## src/rtl/rule110_row_loader.sv

```systemverilog
// Byte-serial load/step/unload port for a NUM_CELLS-wide Rule 110 row; ring edges when RULE110_WRAP_EN is defined.
// WRITE/READ/SEEK take one cycle in IDLE; STEP N holds busy for N cycles and drops cmd_ready meanwhile.
module rule110_row_loader #(
  parameter int NUM_CELLS = 128,
  parameter int GEN_W     = 8
) (
  input  logic                            clk,
  input  logic                            rst_n,
  input  logic                            cmd_valid,
  output logic                            cmd_ready,
  input  logic [1:0]                      cmd,
  input  logic [7:0]                      data_in,
  output logic [7:0]                      data_out,
  output logic                            data_valid,
  output logic                            busy,
  output logic [$clog2(NUM_CELLS/8)-1:0]  ptr
);

  localparam int NUM_BYTES = NUM_CELLS / 8;
  localparam int PTR_W     = $clog2(NUM_BYTES);

  localparam logic [1:0] OP_WRITE = 2'b00;
  localparam logic [1:0] OP_READ  = 2'b01;
  localparam logic [1:0] OP_STEP  = 2'b10;

  localparam logic [0:0] S_IDLE = 1'b0;
  localparam logic [0:0] S_RUN  = 1'b1;

  logic [NUM_CELLS-1:0] r_row;
  logic [PTR_W-1:0]     r_ptr;
  logic [0:0]           r_state;
  logic [GEN_W-1:0]     r_gen;
  logic [7:0]           r_data_out;
  logic                 r_data_valid;

  logic                 w_accept;
  logic [PTR_W+2:0]     w_bit_base;
  logic [PTR_W-1:0]     w_ptr_inc;
  logic [PTR_W-1:0]     w_seek;
  logic [GEN_W-1:0]     w_gen_req;
  logic                 w_edge_l;
  logic                 w_edge_r;
  logic [NUM_CELLS-1:0] w_left;
  logic [NUM_CELLS-1:0] w_right;
  logic [NUM_CELLS-1:0] w_next_row;

  assign w_accept   = cmd_valid & cmd_ready;
  assign w_bit_base = {r_ptr, 3'b000};
  assign w_ptr_inc  = (r_ptr == PTR_W'(NUM_BYTES - 1)) ? '0 : r_ptr + 1'b1;
  assign w_seek     = PTR_W'(32'(data_in) % NUM_BYTES);
  assign w_gen_req  = data_in[GEN_W-1:0];

`ifdef RULE110_WRAP_EN
  assign w_edge_l = r_row[0];
  assign w_edge_r = r_row[NUM_CELLS-1];
`else
  assign w_edge_l = 1'b0;
  assign w_edge_r = 1'b0;
`endif

  // left neighbour of cell i is cell i+1; right neighbour is cell i-1
  assign w_left     = {w_edge_l, r_row[NUM_CELLS-1:1]};
  assign w_right    = {r_row[NUM_CELLS-2:0], w_edge_r};
  // Rule 110 reduces to (C ^ R) | (C & ~L)
  assign w_next_row = (r_row ^ w_right) | (r_row & ~w_left);

  always_ff @(posedge clk or negedge rst_n) begin
    if (!rst_n) begin
      r_row        <= '0;
      r_ptr        <= '0;
      r_state      <= S_IDLE;
      r_gen        <= '0;
      r_data_out   <= '0;
      r_data_valid <= 1'b0;
    end else begin
      r_data_valid <= 1'b0;
      case (r_state)
        S_IDLE: begin
          if (w_accept) begin
            case (cmd)
              OP_WRITE: begin
                r_row[w_bit_base +: 8] <= data_in;
                r_ptr                  <= w_ptr_inc;
              end
              OP_READ: begin
                r_data_out   <= r_row[w_bit_base +: 8];
                r_data_valid <= 1'b1;
                r_ptr        <= w_ptr_inc;
              end
              OP_STEP: begin
                if (w_gen_req != '0) begin
                  r_gen   <= w_gen_req;
                  r_state <= S_RUN;
                end
              end
              default: r_ptr <= w_seek;
            endcase
          end
        end
        default: begin
          r_row <= w_next_row;
          r_gen <= r_gen - 1'b1;
          if (r_gen == GEN_W'(1)) r_state <= S_IDLE;
        end
      endcase
    end
  end

  assign cmd_ready  = (r_state == S_IDLE);
  assign busy       = (r_state == S_RUN);
  assign data_out   = r_data_out;
  assign data_valid = r_data_valid;
  assign ptr        = r_ptr;

endmodule
```

## config.mk

```make
export PLATFORM = sky130hd
export DESIGN_NAME = rule110_row_loader
export DESIGN_NICKNAME = d
export VERILOG_FILES = /design/src/rtl/rule110_row_loader.sv
export SDC_FILE = /design/constraint.sdc
export NUM_CORES = 1
export LEC_CHECK = 0
export BUFFER_PORTS_ARGS = -buffer_cell sky130_fd_sc_hd__buf_4
export CORE_MARGIN = 4
export CORE_UTILIZATION = 56
export DETAILED_ROUTE_END_ITERATION = 7
export GPL_TIMING_DRIVEN = 0
export PLACE_DENSITY_LB_ADDON = 0.12
export SYNTH_ARGS = -nofsm -noshare
export SYNTH_HDL_FRONTEND = slang
export SYNTH_SLANG_ARGS = --single-unit
export TNS_END_PERCENT = 30
```

## constraint.sdc

```tcl
create_clock -name clk -period 3.21 [get_ports clk]
set_input_delay 0.321 -clock clk [delete_from_list [all_inputs] [get_ports clk]]
set_output_delay 0.321 -clock clk [all_outputs]
set_load 0.005 [all_outputs]
```

### Word-level counts from Yosys, hierarchy flattened

Cells that the tools add are included.

* bits in registers: 150
* input port bits: 13
* output and inout bits: 15
* logic and storage cells: 52

* add/subtract/negate cells: 3
* equal/unequal tests: 4
* shift-type cells: 3
* multiplexer cells: 18
* bitwise operators: 7
* reduce and logical (&&, ||, !) cells: 11

Operator list (count)
* $mux W128: 3
* $and A128 B128 Y128: 1
* $bwmux W128: 1
* $not A127 Y128: 1
* $or A128 B128 Y128: 1
* $shift A8 B9 Y128 const A: 1
* $shiftx A128 B8 Y8: 1
* $shiftx A8 B9 Y128: 1
* $xor A128 B128 Y128: 1
* $mux W8: 4
* $neg A7 Y9: 1
* $reduce_and A3 Y1: 3
* $eq A8 B1 Y1 const B: 1
* $mux W1: 8
* $pmux W4 S2: 1
* $reduce_bool A2 Y1: 4
* $reduce_bool A8 Y1: 1
* $sub A8 B1 Y8 const B: 1
* $add A4 B1 Y4 const B: 1
* $eq A4 B4 Y1 const B: 1
* $mux W4: 1
* $eq A2 B1 Y1 const B: 1
* $eq A2 B2 Y1 const B: 1
* $logic_not A2 Y1: 1
* other kinds (4): 5

### Logic depth before layout (Yosys ltp)

Gate-level depths: netlist (run 1).

* word-level depth: 6
* gate-level depth with buffers: 11
* depth with buffers taken out: 7

### Least setup slack after synthesis (run 1)

OpenSTA, ideal clock, no wires.

* path kind: reg-to-reg
* start point: register r_ptr[1] (netlist: ptr[1])
* end point: register r_row[71]
* setup time: 0.139 ns
* arrival: 2.533 ns
* path slack: 0.539 ns
* cell stages (with the launch flop): 11
* path buffers: 3
* path through: dfrtp_1 buf_1 inv_2 ha_1 clkbuf_1 buf_2 nand2_1 o32a_1 nor3_4 mux2i_1 a21oi_1

* cells in the longest elaborated chain, start to end: 6
* elaborated cells between the ends (all ways): 7

Ends and longest elaborated chain
* start: declaration: RTL line 30 `logic [PTR_W-1:0] r_ptr;`
* start signal: assignment: RTL line 83 `r_ptr <= w_ptr_inc;`
* start signal: assignment: RTL line 88 `r_ptr <= w_ptr_inc;`
* start signal: assignment: RTL line 96 `default: r_ptr <= w_seek;`
* $neg A7 Y9 (*): RTL line 82 `r_row[w_bit_base +: 8] <= data_in;`
* $shiftx A8 B9 Y128 / $shift A8 B9 Y128 (equally long branches): RTL line 82
* $bwmux W128 (*): RTL line 82
* $mux W128 (*): RTL line 80 `case (cmd)`
* $mux W128 (*): RTL line 79 `if (w_accept) begin`
* $mux W128 (*): RTL line 77 `case (r_state)`
* end signal: indexed assignment: RTL line 82
* end signal: assignment: RTL line 101 `r_row <= w_next_row;`
* end: declaration: RTL line 29 `logic [NUM_CELLS-1:0] r_row;`

Every way passes the cells marked *; elsewhere a longest branch is shown, timed or not. The select of a mux whose other input is x is not followed.
A chain may end at the register's enable or synchronous reset.

### Worst setup path after layout (run 1)

* start point: register r_ptr[1] (netlist: ptr[1])
* end point: register r_row[112]

The elaborated chain is that of the path after synthesis.

==> metrics.cfg, run 1 <==
[cells_and_area]
layout.nets = 1365
num-fill-cells = 1612
num_antenna_cells = 0
non_filler_instances = 1493
stdcell_area_um2 = 12000
layout.core_utilization_pct = 63.7
syn2layout_area_growth_pct = 11.4
multi_input_area_um2 = 5930
total_area_of_sequential_cells_um2 = 3750
drive_gt1_share_pct = 9.08

[synth]
syn-num-nets = 1325
synth.ff_latch_count = 150
yosys_top_cell_area_share_pct = 34.9
synth.area.top_cells = dfrtp_1 35%, ha_1 15%, inv_1 8.0%
yosysUniqueCellTypes = 57
synthMostInstantiatedCell = inv_1
syn_area_um2 = 10800
ys.flop_type = dfrtp_1
synth-edff-count = 0
yosysSeqAreaShare_pct = 34.9
synthDominantAreaCellType = dfrtp_1
avg_inst_size_synth_um2 = 9.12
ys_warn_count = 0
netlist_top_cells_count = 228 x inv_1, 150 x dfrtp_1, 136 x a21oi_1, 132 x ha_1, 70 x a221o_1
async_flop_share_pct = 100
syn-instance-count = 1180

[grt]
largest_net_degree_at_the_start_of_global_routing = 89
number_of_global_route_vias_before_repair = 9189
grt.total_usage_pct = 33.8
grt-ovfl-total = 0
grt_pass1_wl_um = 55400
grt_antenna_before_repair = 0

[cts]
cts_tree = done
clkSinkCount = 150
path_clk_slew_ps = 70
largest_buffer_count_on_any_clock_path = 2
cts-htree-levels = 4
clock_latency_ps = 450
cts_root_buf = clkbuf_16
cts_buffers = 17

[pwr]
power_density_nw_per_um2 = 1230
total_leakage_power_nw = 5.84
ir_worst_vdd_mv = 0.533

[detailed_routing]
drtPass1Iterations = 5
route.detailed.wl_per_inst_um = 24.0
via_count = 9493
via_per_inst = 6.36
dr_iter_0_viols = 998
drc_errors = 0
routed_wl_um = 35800
drt.antenna.violating_nets = 0

[timing]
finalSetupViolCount = 0
finalCritPeriodShare_pct = 97.8
worst_clock_skew_ps = 11.4
fin_setup_tns_ps = 0
maxClockFrequency_mhz = 318
final-max-slew-violation-count = 0
tightest_slew_ps = 1030
hold_viol_final = 0
grt_setup_unrepaired = true
worst_hold_slack_ps = 308
maxSlewHeadroom_pct = 31.5
period_needed_ps = 3140

[critical_path]
crit_chain = buf_2 > inv_4 > ha_1 > or3b_2 > nor3_2 > nand2_1 > nor2_2 > a221o_1
critPathSlowestCell = or3b_2
setup.worst_path.end_class = flop
cp_data_required_time_ps = 3590
slowest_delay_ps = 530
worst-path-max-fanout = 10
worst-r2r-cell-count = 8
worstPathArrival_ps = 3520
timing_worst_setup_path_type = reg -> reg
setup.worst_path.start_class = flop

[hold_path]
min-delay-path-class = in -> reg
min_path_cells = 4

[floorplan]
floorplan.initialDensity_pct = 57.1
die_y_um = 147
coreArea_um2 = 18800
fp-row-count = 50
dieArea_um2 = 21500
floorplan.die.width_um = 147
pin_count = 28

[placement]
gpl.final_weighted_congestion = 1.00
placed_cell_area_um2 = 11300
port_buffers = 19
hpwlAfterDp_um = 25700
numPlacedInstances = 1460

[flow_run]
drv_cap = 0

[outcome]
run_status = complete, no violations

==> cells in the final DEF, fill, tap and decap left out, types with 4 or more instances in the layout <==
cell type  instances
inv_1            228
dfrtp_1          150
a21oi_1          136
ha_1             132
a221o_1           70
nor2_1            52
nand2_1           49
mux2i_1           48
clkbuf_1          47
o21ai_0           42
a31oi_1           21
mux4_2            21
nor3b_1           19
buf_4             19
clkbuf_16         17
nor2b_1           11
nand3_1           11
o22ai_1            9
a211oi_1           9
buf_2              8
a32oi_1            8
clkbuf_2           7
nand2b_1           7
nor3_1             6
a22o_1             6
nand3b_1           5
xnor2_1            5
a2111oi_0          5
nor4_1             4
o21ai_1            4
or3_1              4
==> state kept, by name (all words and copies together) (netlist names) <==
register    flops
data_valid      1
ptr             4
r_gen           8
r_row         128
busy            1
data_out        8
==> metal layers <==
metal | vias up | GRT usage, % | share of wire (%)
met1 | 4603 | 45.6 | 41
met5 | - | 0 | 0.11
li1 | 4269 | - | -
met4 | 2 | 17.0 | 5.8
met3 | 131 | 6.42 | 8.4
met2 | 488 | 52.1 | 45
==> what timing repair did <==
action                                  in CTS  in global routing
buffers inserted                             0                  1
gates resized for setup                     10                 16
pin swaps                                    0                  1
endpoints found under the setup margin     109                 92
hold buffers                                 1                  0
endpoints found under the hold margin       87                  0
==> final timing paths <==
path,end,startpoint,slack [ps]
max,r_row[112],ptr[1],70
min,r_row[51],cmd[1],310
max reg2reg,r_row[112],ptr[1],70
min reg2reg,r_gen[0],r_gen[0],520
max in group asynchronous,r_row[112],rst_n,1930
min in group asynchronous,r_gen[1],rst_n,470
==> cell type report <==
type / instances / area share (%)
buffer: 66 / 2.32
clock buffer: 19 / 3.78
clock inverter: 13 / 1.42
inverter: 230 / 7.24
multi-input combinational: 733 / 49.5
sequential: 150 / 31.3
tap: 260 / 2.71
timing repair buffer: 22 / 1.73
==> power breakdown <==
group | internal, W | switching [W] | leakage (nW)
Sequential | 0.00294 | 0.00127 | 1.69
Clock | 0.00127 | 0.000905 | 0.297
Combinational | 0.00375 | 0.00463 | 3.86
Total | 0.00797 | 0.00680 | 5.84
==> metrics by stage <==
step / setup slack [ps] / total power [W]
after global routing: -67.3 / 0.0160
after detailed placement: -464 / 0.0123
final: 69.8 / 0.0148
after floorplan: 539 / 0.00973
after global placement: -512 / 0.0121
after CTS: -98.8 / 0.0146
==> cell families (layout without fill, tap and decap cells) <==
group / Yosys count / after routing / share of synthesized area, %
compound gates: 334 / 334 / 20.7
buf+inv: 297 / 350 / 10.5
simple gates: 189 / 189 / 8.92
flops: 150 / 150 / 34.9
fa+ha+maj: 132 / 132 / 15.4
mux: 70 / 70 / 8.97
xor+xnor: 8 / 8 / 0.651
==> critical path, delay by kind of cell (launching register included) <==
family,cells,cell delay (ps)
buf+inv,2,520
compound gates,1,200
flops,1,520
fa+ha+maj,1,480
simple gates,4,1340
Note: power is estimated with default switching activity, not from simulation.
==> inputs of run 2 (changes only) <==
--- a/config.mk
+++ b/config.mk
@@ -5,6 +5,7 @@
 export SDC_FILE = /design/constraint.sdc
 export NUM_CORES = 1
 export LEC_CHECK = 0
+export ABC_AREA = 1
 export BUFFER_PORTS_ARGS = -buffer_cell sky130_fd_sc_hd__buf_4
 export CORE_MARGIN = 4
 export CORE_UTILIZATION = 56
==> run 2 against run 1 <==
Sequential power is 55% lower. Synthesized cell count is 50% higher. Via count is 36% higher. Core utilization is 0.87 points lower. First-iteration DRC count is 87% higher. Power is 70% lower. Critical endpoint is now r_row[8]. Sequential share of layout area is 3.0 points lower. Critical path type unchanged.
==> metrics.cfg, run 2 <==
[synth]
syn_area_um2 = 12100  ; +12%
synth.area.top_cells = dfrtp_1 31%, nand3_1 15%, ha_1 14%
yosys_top_cell_area_share_pct = 31.1  ; -3.8 points
synthMostInstantiatedCell = nand2_1
synth-edff-count = 0  ; unchanged
avg_inst_size_synth_um2 = 6.82  ; -25%
synthDominantAreaCellType = dfrtp_1
syn-num-nets = 1915  ; +45%
yosysUniqueCellTypes = 33  ; -42%
ys.flop_type = dfrtp_1
netlist_top_cells_count = 378 x nand2_1, 364 x nand3_1, 320 x inv_1, 150 x dfrtp_1, 141 x o21ai_0
async_flop_share_pct = 100  ; unchanged
syn-instance-count = 1770  ; +50%
synth.ff_latch_count = 150  ; unchanged
ys_warn_count = 0  ; unchanged
yosysSeqAreaShare_pct = 31.1  ; -3.8 points

[timing]
period_needed_ps = 3030  ; -115 ps
tightest_slew_ps = 1050  ; +22.3 ps
finalCritPeriodShare_pct = 94.2  ; -3.6 points
final-max-slew-violation-count = 0  ; unchanged
hold_viol_final = 0  ; unchanged
maxSlewHeadroom_pct = 30.0  ; -1.5 points
maxClockFrequency_mhz = 331  ; +3.8%
grt_setup_unrepaired = false
finalSetupViolCount = 0  ; unchanged
worst_clock_skew_ps = 10.4  ; -1.04 ps

[cells_and_area]
layout.nets = 1961  ; +44%
stdcell_area_um2 = 13200  ; +10%
layout.core_utilization_pct = 62.8  ; -0.87 points
largest_reg_flops = 128  ; unchanged
largest-register = r_row
mostFrequentLayoutCell = nand2_1
syn2layout_area_growth_pct = 9.78
drive_gt1_share_pct = 6.40  ; -2.7 points
num_antenna_cells = 0  ; unchanged
commonest_cells_after_routing_fill_and_taps_aside = 378 x nand2_1, 364 x nand3_1, 320 x inv_1

[placement]
hpwlAfterDp_um = 36200  ; +41%
gpl.final_weighted_congestion = 1.19  ; +19%
port_buffers = 26  ; +7
placed_cell_area_um2 = 12600  ; +12%

[outcome]
run_status = complete, no violations

[pwr]
p_sw_w = 0.00137  ; -80%
total_leakage_power_nw = 7.05  ; +21%
ir_worst_vdd_mv = 0.286  ; -46%
share_clk_of_total_power_pct = 47.0  ; +32 points
internal_power_w = 0.00313  ; -61%
switching_portion_of_total_power_pct = 30.4  ; -16 points
power.share.sequential_pct = 42.2  ; +14 points
combinationalPowerShare_pct = 10.8  ; -46 points
power_density_nw_per_um2 = 340  ; -72%

[detailed_routing]
drc_errors = 0  ; unchanged
routed_wl_um = 48000  ; +34%
route.detailed.wl_per_inst_um = 22.8  ; -4.7%
drtPass1Iterations = 8  ; +3
dr_iter_0_viols = 1863  ; +87%
via_per_inst = 6.14  ; -3.4%
drt.antenna.violating_nets = 0  ; unchanged
via_count = 12900  ; +36%

[floorplan]
die_y_um = 155  ; +5.6%
pin_count = 28  ; unchanged
coreArea_um2 = 21100  ; +12%
dieArea_um2 = 24000  ; +11%
fp-row-count = 53  ; +6.0%
floorplan.initialDensity_pct = 57.2  ; +0.067 points
floorplan.die.width_um = 155  ; +5.6%

[critical_path]
critPathMostFrequentCell = nand2_1
setup.worst_path.end_class = flop
cp_data_required_time_ps = 3600  ; about the same
slowest_delay_ps = 520  ; about the same
worst-r2r-cell-count = 14  ; +6
crit_chain = inv_2 > buf_2 > ha_1 > inv_1 > nand2_1 > nand2_2 > buf_2 > nor2_2 > nand2_1 > inv_1 > nand2_1 > nand2_1 > nand2_1 > nand2_1
worst-path-max-fanout = 20  ; +10
worstPathArrival_ps = 3420  ; -100 ps
critPathSlowestCell = dfrtp_1
setup.worst_path.start_class = flop
timing_worst_setup_path_type = reg -> reg

[grt]
grt_antenna_before_repair = 0  ; unchanged
grt_pass1_wl_um = 72500  ; +31%
number_of_global_route_vias_before_repair = 12100  ; +31%
grt-ovfl-total = 0  ; unchanged
largest_net_degree_at_the_start_of_global_routing = 86  ; -3.4%
grt.total_usage_pct = 40.3  ; +6.5 points

[cts]
cts_root_buf = clkbuf_16
cts_tree = done
largest_buffer_count_on_any_clock_path = 2  ; unchanged
cts_buffers = 17  ; unchanged
clock_latency_ps = 450  ; about the same
clkSinkCount = 150  ; unchanged
path_clk_slew_ps = 70  ; about the same
cts-htree-levels = 4  ; unchanged

[hold_path]
min_path_cells = 3  ; -1
min-delay-path-class = in -> reg

[flow_run]
drv_cap = 0  ; unchanged

-- run 2: worst max-delay path: cells and delay by family (launching register included) --
family	cells	cell delay [ps]
DFF	1	520
buffers and inverters	5	1000
adders and majority gates	1	260
and+or+nand+nor	8	1160
-- run 2: kinds of logic after synthesis --
group	count (synthesis)	synth area share [%]
and+or+nand+nor	888	33.5
xor gates and xnor gates	2	0.145
adders and majority gates	132	13.7
AOI/OAI and AO/OA	196	8.73
DFF	150	31.1
buffers and inverters	402	12.8
-- run 2: timing repair --
action | in CTS | in global routing
cloned | 0 | 0
setup buffers | 0 | 0
resized for setup | 1 | 8
hold buffers | 1 | 0
setup endpoints to repair | 58 | 99
hold endpoints to repair | 65 | 0
-- run 2: worst paths after layout --
| path | startpoint | to | slack, ps |
|---|---|---|---|
| setup / recovery | ptr[0] | r_row[8] | 180 |
| hold / removal | data_in[1] | ptr[1] | 270 |
| setup reg to reg | ptr[0] | r_row[8] | 180 |
| hold reg to reg | data_out[3] | data_out[3] | 480 |
| max in group asynchronous | rst_n | ptr[1] | 1920 |
| min in group asynchronous | rst_n | r_row[121] | 400 |
-- run 2: final cells by class --
cell class / instances / area [um^2]
repair buffers: 28 / 240
well taps: 275 / 344
clock inverters: 13 / 135
inverters: 330 / 1240
multi-input cells: 1218 / 6770
flip-flops and latches: 150 / 3750
fillers: 1948 / 7850
clock buffers: 19 / 453
plain buffers: 71 / 308
-- run 2: through the flow --
stage	hold WS [ps]	setup slack [ps]	instances	power (W)	setup TNS [ps]
2_1_floorplan	25.4	814	1770	0.00218	0
3_3_place_gp	467	-114	2071	0.00239	-802
3_5_place_dp	302	-158	2072	0.00239	-2440
4_1_cts	261	29.2	2104	0.00446	0
5_1_grt	319	78.5	2104	0.00460	0
6_report	271	185	2104	0.00450	0
-- run 2: power groups by stage --
stage               sequential (W)  clock, W  combinational [W]
floorplan                  0.00193         0           0.000251
global placement           0.00194         0           0.000453
detailed placement         0.00194         0           0.000458
CTS                        0.00190   0.00210           0.000461
global route               0.00190   0.00219           0.000509
finish                     0.00190   0.00211           0.000488
-- run 2: metal layers --
metal	vias to the layer above	part of all wire, %	global-route usage, %
met5	-	0	0
met4	0	7.4	24.6
met3	224	13	11.1
met2	876	40	55.9
met1	5993	40	55.5
li1	5829	-	-
